`src/rtl/vita49_unpack.sv`:
```
// VITA-49 IF-data deframer: checks the prologue, strips header/timestamps/trailer and forwards
// payload words through a one-deep output register slice.
module vita49_unpack #(
   parameter bit          CHECK_SID = 1'b1,
   parameter int unsigned CNT_SAT   = 255
) (
   input  logic        AXIS_ACLK,
   input  logic        AXIS_ARESET,
   input  logic [31:0] S_AXIS_TDATA,
   input  logic        S_AXIS_TVALID,
   input  logic        S_AXIS_TLAST,
   output logic        S_AXIS_TREADY,
   output logic [31:0] M_AXIS_TDATA,
   output logic        M_AXIS_TVALID,
   output logic        M_AXIS_TLAST,
   input  logic        M_AXIS_TREADY,
   input  logic [31:0] ctrl,
   input  logic [31:0] streamID,
   output logic [31:0] status,
   output logic [31:0] timestamp_sec,
   output logic [63:0] timestamp_fsec,
   output logic        ts_valid,
   output logic [31:0] trailer
);

   typedef enum logic [3:0] {
      StIdle, StHdr, StSid, StTsi, StTsf0, StTsf1, StPayload, StTrail, StDrop
   } state_e;

   localparam logic [7:0] SatVal = 8'(CNT_SAT);

   state_e      state_q, state_d;
   logic [15:0] wcnt_q, wcnt_d, size_q, size_d;
   logic        t_q, t_d;
   logic [3:0]  seq_q, seq_d, exp_seq_q, exp_seq_d, last_seq_q, last_seq_d;
   logic        exp_vld_q, exp_vld_d;
   logic [7:0]  drop_q, drop_d, seqe_q, seqe_d, runt_q, runt_d;
   logic [31:0] tsi_q, tsi_d, tsf0_q, tsf0_d, ts_sec_q, ts_sec_d, trailer_q, trailer_d;
   logic [63:0] ts_fsec_q, ts_fsec_d;
   logic        ts_vld_q, ts_vld_d;
   logic [31:0] m_data_q, m_data_d;
   logic        m_valid_q, m_valid_d, m_last_q, m_last_d;
   logic [2:0]  ctrl_q;
   logic [31:0] sid_q;

   logic   enable, rst_cmd, pass, slice_rdy, s_ready, s_fire, last_exp, hdr_ok;
   state_e start_st;
   logic   unused_ctrl;

   assign unused_ctrl = ^ctrl[31:3];
   assign enable      = ctrl_q[0];
   assign rst_cmd     = ctrl_q[1];
   assign pass        = ctrl_q[2];
   assign slice_rdy   = ~m_valid_q | M_AXIS_TREADY;
   assign s_fire      = S_AXIS_TVALID & s_ready;
   assign start_st    = enable ? StHdr : StIdle;
   // Last payload word sits one before the trailer when T=1.
   assign last_exp    = t_q ? (wcnt_q + 16'd2 == size_q) : (wcnt_q + 16'd1 == size_q);
   assign hdr_ok      = (S_AXIS_TDATA[31:28] == 4'b0001) && (S_AXIS_TDATA[23:22] == 2'b11) &&
                        (S_AXIS_TDATA[21:20] == 2'b01) &&
                        (S_AXIS_TDATA[15:0] >= 16'd6 + {15'd0, S_AXIS_TDATA[26]});

   function automatic logic [7:0] sat_inc(input logic [7:0] c);
      return (c == SatVal) ? c : c + 8'd1;
   endfunction

   // Input ready: slice-limited when forwarding, always open while parsing/dropping.
   always_comb begin
      s_ready = 1'b1;
      if (pass) begin
         s_ready = slice_rdy;
      end else begin
         case (state_q)
            StIdle:    s_ready = 1'b0;
            StPayload: s_ready = slice_rdy;
            default:   s_ready = 1'b1;
         endcase
      end
   end

   // Parser next state, counters, latched fields and output slice.
   always_comb begin
      state_d    = state_q;   wcnt_d    = wcnt_q;    size_d    = size_q;
      t_d        = t_q;       seq_d     = seq_q;     exp_seq_d = exp_seq_q;
      exp_vld_d  = exp_vld_q; last_seq_d = last_seq_q;
      drop_d     = drop_q;    seqe_d    = seqe_q;    runt_d    = runt_q;
      tsi_d      = tsi_q;     tsf0_d    = tsf0_q;    ts_sec_d  = ts_sec_q;
      ts_fsec_d  = ts_fsec_q; ts_vld_d  = 1'b0;      trailer_d = trailer_q;
      m_data_d   = m_data_q;  m_last_d  = m_last_q;
      m_valid_d  = m_valid_q & ~M_AXIS_TREADY;

      if (rst_cmd) begin
         drop_d = '0; seqe_d = '0; runt_d = '0; last_seq_d = '0;
         exp_vld_d = 1'b0;
         m_valid_d = 1'b0;
         if (s_fire) wcnt_d = S_AXIS_TLAST ? 16'd0 : wcnt_q + 16'd1;
         // Mid-packet: resync on the next TLAST.
         state_d = (wcnt_d != 16'd0) ? StDrop : StIdle;
      end else if (pass) begin
         if (s_fire) begin
            m_valid_d = 1'b1; m_data_d = S_AXIS_TDATA; m_last_d = S_AXIS_TLAST;
         end
      end else begin
         if (s_fire) wcnt_d = S_AXIS_TLAST ? 16'd0 : wcnt_q + 16'd1;
         case (state_q)
            StIdle: if (enable) state_d = StHdr;
            StHdr: begin
               if (s_fire) begin
                  size_d = S_AXIS_TDATA[15:0];
                  t_d    = S_AXIS_TDATA[26];
                  seq_d  = S_AXIS_TDATA[19:16];
                  if (!hdr_ok) begin
                     drop_d  = sat_inc(drop_q);
                     state_d = S_AXIS_TLAST ? start_st : StDrop;
                  end else if (S_AXIS_TLAST) begin
                     runt_d  = sat_inc(runt_q);
                     state_d = start_st;
                  end else begin
                     state_d = StSid;
                  end
               end else if (!enable) begin
                  state_d = StIdle;
               end
            end
            StSid: if (s_fire) begin
               if (CHECK_SID && (S_AXIS_TDATA != sid_q)) begin
                  drop_d  = sat_inc(drop_q);
                  state_d = S_AXIS_TLAST ? start_st : StDrop;
               end else begin
                  if (exp_vld_q && (seq_q != exp_seq_q)) seqe_d = sat_inc(seqe_q);
                  exp_seq_d  = seq_q + 4'd1;
                  exp_vld_d  = 1'b1;
                  last_seq_d = seq_q;
                  if (S_AXIS_TLAST) begin
                     runt_d = sat_inc(runt_q); state_d = start_st;
                  end else begin
                     state_d = StTsi;
                  end
               end
            end
            StTsi: if (s_fire) begin
               tsi_d = S_AXIS_TDATA;
               if (S_AXIS_TLAST) begin
                  runt_d = sat_inc(runt_q); state_d = start_st;
               end else begin
                  state_d = StTsf0;
               end
            end
            StTsf0: if (s_fire) begin
               tsf0_d = S_AXIS_TDATA;
               if (S_AXIS_TLAST) begin
                  runt_d = sat_inc(runt_q); state_d = start_st;
               end else begin
                  state_d = StTsf1;
               end
            end
            StTsf1: if (s_fire) begin
               if (S_AXIS_TLAST) begin
                  runt_d = sat_inc(runt_q); state_d = start_st;
               end else begin
                  ts_sec_d  = tsi_q;
                  ts_fsec_d = {tsf0_q, S_AXIS_TDATA};
                  ts_vld_d  = 1'b1;
                  state_d   = StPayload;
               end
            end
            StPayload: if (s_fire) begin
               m_valid_d = 1'b1;
               m_data_d  = S_AXIS_TDATA;
               m_last_d  = S_AXIS_TLAST | last_exp;
               if (S_AXIS_TLAST) begin
                  // TLAST anywhere but the true end (incl. missing trailer) is a runt.
                  if (!(last_exp && !t_q)) runt_d = sat_inc(runt_q);
                  state_d = start_st;
               end else if (last_exp) begin
                  if (t_q) begin
                     state_d = StTrail;
                  end else begin
                     runt_d  = sat_inc(runt_q);
                     state_d = StDrop;
                  end
               end
            end
            StTrail: if (s_fire) begin
               trailer_d = S_AXIS_TDATA;
               if (S_AXIS_TLAST) begin
                  state_d = start_st;
               end else begin
                  runt_d  = sat_inc(runt_q);
                  state_d = StDrop;
               end
            end
            StDrop: if (s_fire && S_AXIS_TLAST) state_d = start_st;
            default: state_d = StIdle;
         endcase
      end
   end

   // State registers with synchronous active-high reset.
   always_ff @(posedge AXIS_ACLK) begin
      if (AXIS_ARESET) begin
         state_q   <= StIdle; wcnt_q    <= '0; size_q    <= '0; t_q        <= 1'b0;
         seq_q     <= '0;     exp_seq_q <= '0; exp_vld_q <= 1'b0; last_seq_q <= '0;
         drop_q    <= '0;     seqe_q    <= '0; runt_q    <= '0;
         tsi_q     <= '0;     tsf0_q    <= '0; ts_sec_q  <= '0; ts_fsec_q  <= '0;
         ts_vld_q  <= 1'b0;   trailer_q <= '0;
         m_data_q  <= '0;     m_valid_q <= 1'b0; m_last_q <= 1'b0;
         ctrl_q    <= '0;     sid_q     <= '0;
      end else begin
         state_q   <= state_d;   wcnt_q    <= wcnt_d;    size_q    <= size_d;
         t_q       <= t_d;       seq_q     <= seq_d;     exp_seq_q <= exp_seq_d;
         exp_vld_q <= exp_vld_d; last_seq_q <= last_seq_d;
         drop_q    <= drop_d;    seqe_q    <= seqe_d;    runt_q    <= runt_d;
         tsi_q     <= tsi_d;     tsf0_q    <= tsf0_d;    ts_sec_q  <= ts_sec_d;
         ts_fsec_q <= ts_fsec_d; ts_vld_q  <= ts_vld_d;  trailer_q <= trailer_d;
         m_data_q  <= m_data_d;  m_valid_q <= m_valid_d; m_last_q  <= m_last_d;
         ctrl_q    <= ctrl[2:0]; sid_q     <= streamID;
      end
   end

   assign S_AXIS_TREADY  = s_ready;
   assign M_AXIS_TDATA   = m_data_q;
   assign M_AXIS_TVALID  = m_valid_q;
   assign M_AXIS_TLAST   = m_last_q;
   assign status         = {drop_q, seqe_q, runt_q, last_seq_q, state_q};
   assign timestamp_sec  = ts_sec_q;
   assign timestamp_fsec = ts_fsec_q;
   assign ts_valid       = ts_vld_q;
   assign trailer        = trailer_q;

endmodule

```
`config.mk`:
```
export PLATFORM = sky130hd
export DESIGN_NAME = vita49_unpack
export DESIGN_NICKNAME = d
export VERILOG_FILES = /design/src/rtl/vita49_unpack.sv
export SDC_FILE = /design/constraint.sdc
export NUM_CORES = 1
export LEC_CHECK = 0
export CAP_MARGIN = 20
export CORE_UTILIZATION = 45
export DETAILED_ROUTE_END_ITERATION = 7
export PLACE_DENSITY = 0.8
export SLEW_MARGIN = 20
export SYNTH_ARGS = -nofsm -noshare
export SYNTH_HDL_FRONTEND = slang
export SYNTH_SLANG_ARGS = --single-unit
```
`constraint.sdc`:
```
create_clock -name AXIS_ACLK -period 4.4 [get_ports AXIS_ACLK]
set_input_delay 0.44 -clock AXIS_ACLK [delete_from_list [all_inputs] [get_ports AXIS_ACLK]]
set_output_delay 0.44 -clock AXIS_ACLK [all_outputs]
set_load 0.005 [all_outputs]
```
==> out/metrics.yaml <==
job:
  cap_violations: 0
worst_setup_path:
  start_kind: "register"
  worstSetupPathType: "register to register"
  path_delay_family: "compound AO/OA/AOI/OAI gates"
  critPathMaxFanout: 13
  startpoint: "wcnt_q[4]$_SDFFE_PP0N_"
  cp.arrival_ps: 4150
  crit_slowest_cell: "o211ai_1"
  cp_slowest_stage_delay_ps: 810
  end_kind: "register"
  path_cells: "nand4_2 -> or3_1 -> a2111oi_0 -> a2bb2oi_1 -> nand4_1 -> o211ai_1 -> or4_1 -> a21oi_1"
  crit_buf_inv: 0
  critPathRequiredTime_ps: 4770
  r2r-start: "wcnt_q[4]$_SDFFE_PP0N_"
drt:
  vias: 13200
  initialDrtViolationCount: 1158
  firstDrtPassIters: 5
  drt-total-wl_mm: 44.6
  vias_per_cell: 5.53
  drcViolationCount: 0
  drtAntennaViolNets: 0
  wl_per_cell_um: 18.8
floorplan:
  dieHeight_um: 177
  core_area_mm2: 0.0298
  die_x_um: 177
  start_util_pct: 46.0
  rows: 63
  ios: 297
  die_area_mm2: 0.0312
timing:
  setup_violations: 0
  clock.fmax_ghz: 0.265
  hold_violations: 0
  slew_headroom_pct: 28.7
  tightest_slew_ps: 1070
  rsz0062_at_grt: "false"
  fin_crit_sh_pct: 85.8
  fin_skew_ps: 20.5
  min_period_ps: 3780
  fin_tns_setup_ps: 0
  slew_viol_final: 0
finish:
  fillerInstances: 2571
  area_growth_pct: 31.5
  final_net_count: 2067
  final_layout_size_suffix_gt1_share_pct: 6.50
synthesis:
  synth_edf_count: 0
  synth_area_mm2: 0.0137
  synth_top_area_cell: "dfxtp_1"
  avgSynthCellArea_um2: 7.85
  async_reset_ff_share_pct: 0
  yosysMostFrequentCell: "nand2_1"
  yosysUniqueCellTypes: 68
  synth-seq-cells: 336
  synthFlopType: "dfxtp_1"
  syn_nets: 1854
  synth.area.top_cells: "dfxtp_1, nand2_1, a21oi_1"
  ys_seq_area_share_pct: 49.1
  ys_top_cells_by_count: "nand2_1, dfxtp_1, a21oi_1, clkbuf_1, nor2_1"
  synthCells: 1746
  synth_top_area_share_pct: 49.1
  yosysWarnings: 0
hold_path:
  hold_class: "input port to register"
  hp-start: "AXIS_ARESET"
global_routing:
  grt_pass1_vias: 12100
  grt-ovfl-total: 0
  grtUsageTotal_pct: 27.7
  antenna_found_initial: 4
  grt_max_degree: 193
  grt_pass1_wl_mm: 67.3
power_and_ir_drop:
  p_leak_uw: 0.00592
  finalPower_uw: 6850
  power_density_mw_per_mm2: 380
  vdd_drop_max_mv: 0.260
run_status:
  outcome: "finished, final reports clean"
clock_tree:
  cts-resized-gates: 0
  post_cts_buffers: 0
  clkTransAtPathRegs_ps: 60
  cts_max_path_buffers: 3
  insertion_delay_ps: 530
  cts_hold_buf: 0
  cts_root_buf: "clkbuf_16"
  cts.sinks: 336
  htreeDepth: 2
  cts_inserted_buffers: 37
  cts_tree: "yes"
placed_design:
  place.gp.congestion: 0.923
  port_buffers: 267
  dp_hpwl_mm: 30.3
## logic make-up (layout without fill, tap and decap cells)
kind of cell	count (synthesis)	in the layout	share of synthesized area (%)
AOI/OAI and AO/OA	381	381	15.3
xor gates and xnor gates	71	71	4.54
adders and majority gates	7	7	0.639
buffers and inverters	161	399	4.81
DFF	336	336	49.1
muxes	11	11	0.812
other	0	4	0
and+or+nand+nor	779	779	24.9
## report_power, final
group	internal (uW)	switching, uW	leakage [uW]
Clock	2020	1240	0.000626
Sequential	3080	40.0	0.00272
Combinational	194	277	0.00257
Total	5290	1560	0.00592
## path summary, 6_finish.rpt
path	endpoint	slack (ps)	cells after the start
max	runt_q[3]$_SDFFE_PP0P_	620	8
min	ctrl_q[2]$_SDFF_PP0_	390	2
max reg2reg	runt_q[3]$_SDFFE_PP0P_	620	8
min reg2reg	M_AXIS_TDATA[25]$_SDFFE_PP0P_	450	2
## layout make-up
cell class / count / area (um^2) / area share [%]
Inverter: 15 / 56.3 / 0.312
Multi-Input combinational cell: 1249 / 6360 / 35.2
Antenna cell: 4 / 10.0 / 0.0555
Timing Repair Buffer: 320 / 3110 / 17.3
Clock buffer: 51 / 1050 / 5.82
Sequential cell: 336 / 6730 / 37.3
Tap cell: 390 / 488 / 2.71
Clock inverter: 13 / 233 / 1.29
## cells in the final DEF, fill, tap and decap left out, types with 15 or more instances in the layout
cell type	synthesis	final
dfxtp_1	336	336
nand3_1	27	27
clkdlybuf4s50_1	0	266
inv_1	15	15
a21oi_1	287	287
nor2b_1	36	36
nand2_1	521	521
nor3_1	28	26
xnor2_1	57	57
clkbuf_16	0	38
nor2_1	72	70
nand4_1	22	22
buf_4	3	50
o21ai_0	35	35
## routing by layer
layer | vias to the layer above | GRT usage, % | routed length [um]
li1 | 6248 | - | -
met1 | 6232 | 34.7 | 18300
met2 | 570 | 45.5 | 20700
met3 | 107 | 6.59 | 3890
met4 | 0 | 11.8 | 1670
met5 | - | 0 | 0
## registers in the layout (all words and copies together) (netlist names), 4 cells and up
register / flops
size_q: 16
trailer: 32
seq_q: 4
exp_seq_q: 4
seqe_q: 8
last_seq_q: 4
tsf0_q: 32
wcnt_q: 16
timestamp_sec: 32
runt_q: 8
M_AXIS_TDATA: 32
state_q: 4
sid_q: 32
tsi_q: 32
drop_q: 8
timestamp_fsec: 64
## metrics by stage
stage,cells,setup WS [ps],hold WS (ps),util (%),area [um^2]
3_3_place_gp,2310,768,436,56.2,16700
4_1_cts,2374,722,419,60.5,18000
5_1_grt,2377,395,442,60.5,18000
3_5_place_dp,2310,712,444,56.2,16700
6_report,2378,625,387,60.5,18000
2_1_floorplan,1746,1450,432,-,13700
No activity file was read; power rests on OpenSTA's default activity.
